**src/rtl/bus_arbiter_2to1.sv**
```systemverilog
// -----------------------------------------------------------------------------
// bus_arbiter_2to1
//
// Shares one downstream memory-bus slave between two upstream requesters
// (m0 = instruction fetch, m1 = data load/store). A registered grant FSM
// picks an owner; while a requester owns the bus its valid/address/wstrobe/
// wdata are forwarded combinationally to the slave, and the slave's
// ready/rdata are routed back to it only. The non-owner sees ready=0,
// rdata=0, and no output depends combinationally on the non-owner's inputs.
//
// Ports
//   clk, reset                  system clock; synchronous active-high reset
//   m0_valid/ready/address/     requester 0 bus (valid held until ready,
//     wstrobe/wdata/rdata         wstrobe==0 means read)
//   m1_*                        requester 1 bus, same shape as m0_*
//   s_valid/ready/address/      forwarded slave bus
//     wstrobe/wdata/rdata
//   grant[1:0]                  one-hot current owner (01=m0, 10=m1), 00 idle
//
// Parameters
//   STARVE_LIMIT  fixed-priority build only: maximum number of consecutive
//                 m0 completions while m1 is waiting (1..255)
//
// Build option
//   BUS_ARBITER_ROUND_ROBIN_EN  when defined, ties go to the requester that
//                 did not complete last; the starvation counter stays at 0.
//                 When undefined, m0 has fixed priority over m1 with the
//                 STARVE_LIMIT anti-starvation rule.
//
// States
//   state | meaning
//   IDLE  | nobody owns the bus, nothing forwarded
//   OWN0  | m0 owns the bus, m0 signals forwarded
//   OWN1  | m1 owns the bus, m1 signals forwarded
// -----------------------------------------------------------------------------
module bus_arbiter_2to1 #(
    parameter int unsigned STARVE_LIMIT = 8
) (
    input  logic        clk,
    input  logic        reset,

    input  logic        m0_valid,
    output logic        m0_ready,
    input  logic [31:0] m0_address,
    input  logic [3:0]  m0_wstrobe,
    input  logic [31:0] m0_wdata,
    output logic [31:0] m0_rdata,

    input  logic        m1_valid,
    output logic        m1_ready,
    input  logic [31:0] m1_address,
    input  logic [3:0]  m1_wstrobe,
    input  logic [31:0] m1_wdata,
    output logic [31:0] m1_rdata,

    output logic        s_valid,
    input  logic        s_ready,
    output logic [31:0] s_address,
    output logic [3:0]  s_wstrobe,
    output logic [31:0] s_wdata,
    input  logic [31:0] s_rdata,

    output logic [1:0]  grant
);

    typedef enum logic [1:0] {
        IDLE = 2'b00,
        OWN0 = 2'b01,
        OWN1 = 2'b10
    } state_t;

`ifndef BUS_ARBITER_ROUND_ROBIN_EN
    localparam logic [7:0] STARVE_MAX = 8'(STARVE_LIMIT);
`endif

    state_t     state;
    state_t     state_next;
    state_t     pick;
    logic       last_owner;
    logic       last_owner_next;
    logic [7:0] starve_cnt;
    logic [7:0] starve_cnt_next;
    logic       xfer_done;
    logic       tie_m1;

    // Encodings of OWN0/OWN1 are already the one-hot grant pattern.
    assign grant = state;

    always_ff @(posedge clk) begin
        if (reset) begin
            state      <= IDLE;
            last_owner <= 1'b1;
            starve_cnt <= '0;
        end else begin
            state      <= state_next;
            last_owner <= last_owner_next;
            starve_cnt <= starve_cnt_next;
        end
    end

    always_comb begin
        state_next      = state;
        last_owner_next = last_owner;
        starve_cnt_next = starve_cnt;
        xfer_done       = 1'b0;
        tie_m1          = 1'b0;
        pick            = IDLE;

        s_valid   = 1'b0;
        s_address = '0;
        s_wstrobe = '0;
        s_wdata   = '0;
        m0_ready  = 1'b0;
        m0_rdata  = '0;
        m1_ready  = 1'b0;
        m1_rdata  = '0;

        // Forwarding and completion bookkeeping for the current owner.
        unique case (state)
            OWN0: begin
                s_valid   = m0_valid;
                s_address = m0_address;
                s_wstrobe = m0_wstrobe;
                s_wdata   = m0_wdata;
                m0_ready  = s_ready;
                m0_rdata  = s_rdata;
                if (m0_valid && s_ready) begin
                    xfer_done       = 1'b1;
                    last_owner_next = 1'b0;
`ifndef BUS_ARBITER_ROUND_ROBIN_EN
                    if (m1_valid) begin
                        starve_cnt_next = starve_cnt + 8'd1;
                    end
`endif
                end
            end
            OWN1: begin
                s_valid   = m1_valid;
                s_address = m1_address;
                s_wstrobe = m1_wstrobe;
                s_wdata   = m1_wdata;
                m1_ready  = s_ready;
                m1_rdata  = s_rdata;
                if (m1_valid && s_ready) begin
                    xfer_done       = 1'b1;
                    last_owner_next = 1'b1;
                end
            end
            default: begin
            end
        endcase

        // Tie decisions use the post-completion view, so the completion that
        // reaches the limit hands the bus straight to m1.
`ifdef BUS_ARBITER_ROUND_ROBIN_EN
        tie_m1 = !last_owner_next;
`else
        tie_m1 = (starve_cnt_next == STARVE_MAX);
`endif

        if (m0_valid && m1_valid) begin
            pick = tie_m1 ? OWN1 : OWN0;
        end else if (m0_valid) begin
            pick = OWN0;
        end else if (m1_valid) begin
            pick = OWN1;
        end else begin
            pick = IDLE;
        end

        unique case (state)
            IDLE: begin
                state_next = pick;
            end
            OWN0: begin
                if (xfer_done) begin
                    state_next = pick;
                end else if (!m0_valid) begin
                    // Request withdrawn before ready: release the bus.
                    state_next = IDLE;
                end
            end
            OWN1: begin
                if (xfer_done) begin
                    state_next = pick;
                end else if (!m1_valid) begin
                    state_next = IDLE;
                end
            end
            default: begin
                state_next = IDLE;
            end
        endcase

        if (state_next == OWN1) begin
            starve_cnt_next = '0;
        end
    end

endmodule

```
**config.mk**
```make
export PLATFORM = sky130hd
export DESIGN_NAME = bus_arbiter_2to1
export DESIGN_NICKNAME = d
export VERILOG_FILES = /design/src/rtl/bus_arbiter_2to1.sv
export SDC_FILE = /design/constraint.sdc
export NUM_CORES = 1
export LEC_CHECK = 0
export ABC_CLOCK_PERIOD_IN_PS = 5000
export CAP_MARGIN = 40
export CELL_PAD_IN_SITES_DETAIL_PLACEMENT = 1
export CELL_PAD_IN_SITES_GLOBAL_PLACEMENT = 1
export CORE_MARGIN = 10
export CORE_UTILIZATION = 16
export CTS_CLUSTER_SIZE = 10
export DETAILED_ROUTE_END_ITERATION = 10
export PLACE_DENSITY_LB_ADDON = 0.1
export SLEW_MARGIN = 20
export SYNTH_ARGS = -nofsm -noshare
export SYNTH_HDL_FRONTEND = slang
export SYNTH_SLANG_ARGS = --single-unit
```
**constraint.sdc**
```tcl
create_clock -name clk -period 5 [get_ports clk]
set_clock_uncertainty 0.15 [all_clocks]
set_input_delay 1 -clock clk [delete_from_list [all_inputs] [get_ports clk]]
set_output_delay 1 -clock clk [all_outputs]
set_load 0.03 [all_outputs]
```
* Yosys cells after proc, flatten, opt, wreduce, memory -nomap -nowiden
Cells that the tools add are included.
** Word-level totals
- Register bits :: 10
- Input port bits :: 173
- Output and inout bits :: 137
- Word-level logic and storage cells :: 35
** Operators by class
- Add/sub/neg operators :: 1
- Eq/ne operators :: 4
- Muxes and demuxes :: 23
- Reductions and logical operators :: 5
** Operators with widths (number)
- $pmux W32 S2 :: 2
- $mux W32 :: 2
- $mux W8 :: 3
- $mux W2 :: 8
- $add A8 B1 Y8 const B :: 1
- $eq A8 B4 Y1 const B :: 1
- $pmux W4 S2 :: 1
- $pmux W2 S3 :: 1
- $eq A2 B2 Y1 const B :: 2
- $mux W1 :: 4
- $pmux W1 S2 :: 2
- $logic_and A1 B1 Y1 :: 3
- $eq A2 B1 Y1 const B :: 1
- $logic_not A2 Y1 :: 1
- $reduce_or A2 Y1 :: 1

* Logic depth before layout (Yosys ltp)
- Depth in word-level cells :: 11
- Depth in mapped cells :: 8
- Depth with buffers taken out :: 6

* Worst setup path before layout
No wires, ideal clock.
- Path kind :: reg-to-output
- Start :: register state[0] (netlist: grant[0])
- End :: output s_wdata[25]
- Arrival :: 2.142 ns
- Required time :: 3.850 ns
- Path slack :: 1.708 ns
- Stages on the path, launching flop included :: 7
- Path buffers :: 3
- Path through :: dfxtp_1 -> inv_1 -> ha_1 -> clkbuf_1 -> clkbuf_1 -> clkbuf_1 -> nor2b_1
** On the way
- Cells in the longest elaborated chain, start to end :: 2
- Elaborated cells between the ends (all ways) :: 3
- Those cells by class :: 2 x eq/ne; 1 x mux
** Ends and longest elaborated chain
- start: declaration :: RTL line 76 : state_t state;
- start signal: assignment :: RTL line 95 : state <= state_next;
- $eq A2 B2 Y1 or $eq A2 B1 Y1 (tied branches) :: RTL line 119 : unique case (state)
- $pmux W32 S2 * :: RTL line 119
- end: declaration :: RTL line 60 : output logic [31:0] s_wdata,
Mark *: on every way between the ends. The rest lies on a longest branch, timed or not.

* Worst setup path in the final report
- Start :: register state[0] (netlist: grant[0])
- End :: output s_address[27]
** On the way
- Cells in the longest elaborated chain, start to end :: 2
- Elaborated cells between the ends (all ways) :: 3
- Those cells by class :: 2 x eq/ne; 1 x mux
** Ends and longest elaborated chain
- $eq A2 B2 Y1 or $eq A2 B1 Y1 (tied branches) :: RTL line 119
- $pmux W32 S2 * :: RTL line 119
- end: declaration :: RTL line 58 : output logic [31:0] s_address,
Marks and branches as above.

==> impl_results.md <==
- Average cell area after synthesis: 6.967 um^2
- Share of cells above drive strength 1: 4.105%
- # Max-Cap Violations: 0
- Core ar.: 13830 um^2
- Reg-to-reg startpoint: grant[0]$_SDFF_PP0_
- Status: complete, no violations
- Register share of total power: 10.8%
- Overall power: 786.3 uW
- CP Max Fanout: 60
- Net Sw Frac: 38.54%
- Final setup vio count: 0
- Vias: 3541
- Reg2reg setup slack: 2.18 ns
- Drt total wl: 17.69 mm
- Tcrit/Tclk final: 81.17%
- Clk slew on worst S/H paths: 0.04 ns
- WL/cell: 22.39 um
- Synthesis warning total: 0
- Detailed Routing Iterations Pass 1: 4
- Psw: 303.0 uW
- RSZ-0062 raised after global routing: false
- WP data required: 3.85 ns
- Clock Power Share: 20.7%
- Worst Hold End: starve_cnt[1]$_SDFF_PP0_
- Ports: 310
- Final total negative setup slack: 0 ns
- Non-filler instance count after layout: 790
- Hold/Removal Path Class: reg2reg
- Sequential area share after synthesis: 8.924%
- Drc violations: 0
- Comb pwr share: 68.5%
- Yosys top cell area share: 22.76%
- WP data arrival: 2.91 ns
- Top cells by area, synth: a22oi_1 23%, nor2b_1 19%, and2_1 18%
- Max_slew headroom: 58.74%
- First-pass GRT wire length: 25.63 mm
- Final Slew Violations: 0
- Clock buffer depth: 2
- Largest net degree at the start of global routing: 76
- Synth cell count leaders: 68 x a22oi_1, 68 x nor2b_1, 66 x and2_1
- Gr ovfl total: 0
- Vias in the first global route: 3650
- Root Driver: clkbuf_16
- Hold_buf cts: 0
- Final hold viol count: 0
- Hold Slack: 0.3650 ns
- Drt first-iter violations: 170
- Startpoint types: flop
- Area leader, netlist: a22oi_1
- Post-synthesis cell type count: 37
- Routed Antenna Nets: 0
- Port bufs: 309
- Asr flop ratio synth: 0%
- Initial antenna violation count: 1
- Worst IR drop on VDD: 0.00007260 V
- CTS tree: done
- Synth Flop Type: dfxtp_1
- Mapped Area: 2243 um^2
- Layout fillers: 1637
- Syn Inst Count: 322
- Vert. Die Dim: 138.4 um
- Post-CTS setup buffer count: 0
- Initial Util: 16.22%
- Hold path depth: 2
- Num CTS Buffers: 3
- Leak Pwr: 1.861 nW
- RR Endpoint: starve_cnt[6]$_SDFF_PP0_
- Slew of the pin with the lowest slew margin: 0.6189 ns
- Area grow syn2layout: 150.4%
- Post-DP HPWL: 15.13 mm
- # rows: 43
- FF+latch count, synth: 10
- Internal power: 483.3 uW
- CP Class: reg2out
- Via density per instance: 4.482
- Post-synth EDFFs: 0
- Nets: 788
- Total track usage: 16.96%
- Cts repair resizes: 0
- Power Dens Cells: 140.0 nW/um^2
- Die area: 19160 um^2
- Final Util: 40.63%
- R2R depth: 7
- Critical Path Sink Type: primary output
- Die Span X: 138.4 um
- Tmin final: 4.059 ns
- HP Start: starve_cnt[1]$_SDFF_PP0_
- CTS H-tree lvls: 1
- Max Clk Rate: 246.4 MHz
- Syn_nets: 500
- RePlAce Congestion: 0.8304
- CTS sink cnt: 10
- Worst skew pair latency: 0.24 ns
- Dpl cells: 784
worst max-delay path by stage:
stage                        start       endpoint  slack, ns
6_report       grant[0]$_SDFF_PP0_  s_address[27]       0.94
5_1_grt        grant[0]$_SDFF_PP0_  s_address[30]       0.73
4_1_cts        grant[0]$_SDFF_PP0_  s_address[18]       0.93
3_5_place_dp              m0_valid        s_valid       1.15
3_3_place_gp              m0_valid        s_valid       1.17
2_1_floorplan  grant[0]$_SDFF_PP0_    s_wdata[25]       1.71
layout make-up:
| cell class | count | area, um^2 | area share, % |
|---|---|---|---|
| multi-input combinational | 274 | 1917 | 34.12 |
| timing repair buffer | 316 | 3166 | 56.35 |
| tap | 180 | 225.2 | 4.009 |
| clock buffer | 4 | 88.84 | 1.581 |
| sequential | 10 | 200.2 | 3.563 |
| antenna | 1 | 2.502 | 0.04454 |
| inverter | 5 | 18.77 | 0.3341 |
state kept, by name, indices dropped and copies added, names as in the netlist:
register	flops
starve_cnt	8
grant	2
critical path: stages (launching register included):
cell and delay (ns):
dfxtp_1 0.49, inv_1 0.14, ha_1 0.55, buf_4 0.50, nor2b_1 0.19, clkdlybuf4s50_1 0.76
cells by family after synthesis:
family	Yosys count	share of synthesized area, %
adders and majority gates	5	2.789
AOI/OAI and AO/OA	91	31.90
and+or+nand+nor	170	46.51
xor gates and xnor gates	8	3.123
DFF	10	8.924
buffers and inverters	38	6.748
metal layers:
layer	vias up	global-route usage (%)	part of all wire, %
met1	1654	17.99	37
li1	1711	-	-
met2	170	32.73	54
met5	-	0	0
met4	0	2.497	0.68
met3	6	4.829	8.0
through the flow:
| stage | cell area, um^2 | worst slack, ns |
|---|---|---|
| 2_1_floorplan | 2243 | 1.708 |
| 3_3_place_gp | 5499 | 1.165 |
| 3_5_place_dp | 5499 | 1.147 |
| 4_1_cts | 5588 | 0.9254 |
| 5_1_grt | 5618 | 0.7266 |
| 6_report | 5618 | 0.9413 |
power by group through the flow:
stage	clock network, mW	registers (mW)	logic, mW
3_5_place_dp	0	0.0866	0.541
4_1_cts	0.164	0.0851	0.542
3_3_place_gp	0	0.0864	0.536
2_1_floorplan	0	0.0879	0.255
5_1_grt	0.168	0.0857	0.574
6_report	0.162	0.0851	0.539
placed cells by master, fill, tap and decap left out, types with 4 or more instances in the layout:
| master | synthesis | final |
|---|---|---|
| inv_1 | 5 | 5 |
| dfxtp_1 | 10 | 10 |
| nand3_1 | 5 | 5 |
| clkdlybuf4s50_1 | 0 | 309 |
| nor2b_1 | 68 | 68 |
| a22oi_1 | 68 | 68 |
| nor2_1 | 11 | 11 |
| a21oi_1 | 4 | 4 |
| buf_4 | 0 | 6 |
| nand2_1 | 7 | 7 |
| and2_1 | 66 | 66 |
| xnor2_1 | 6 | 6 |
(Power assumes the default switching activity.)
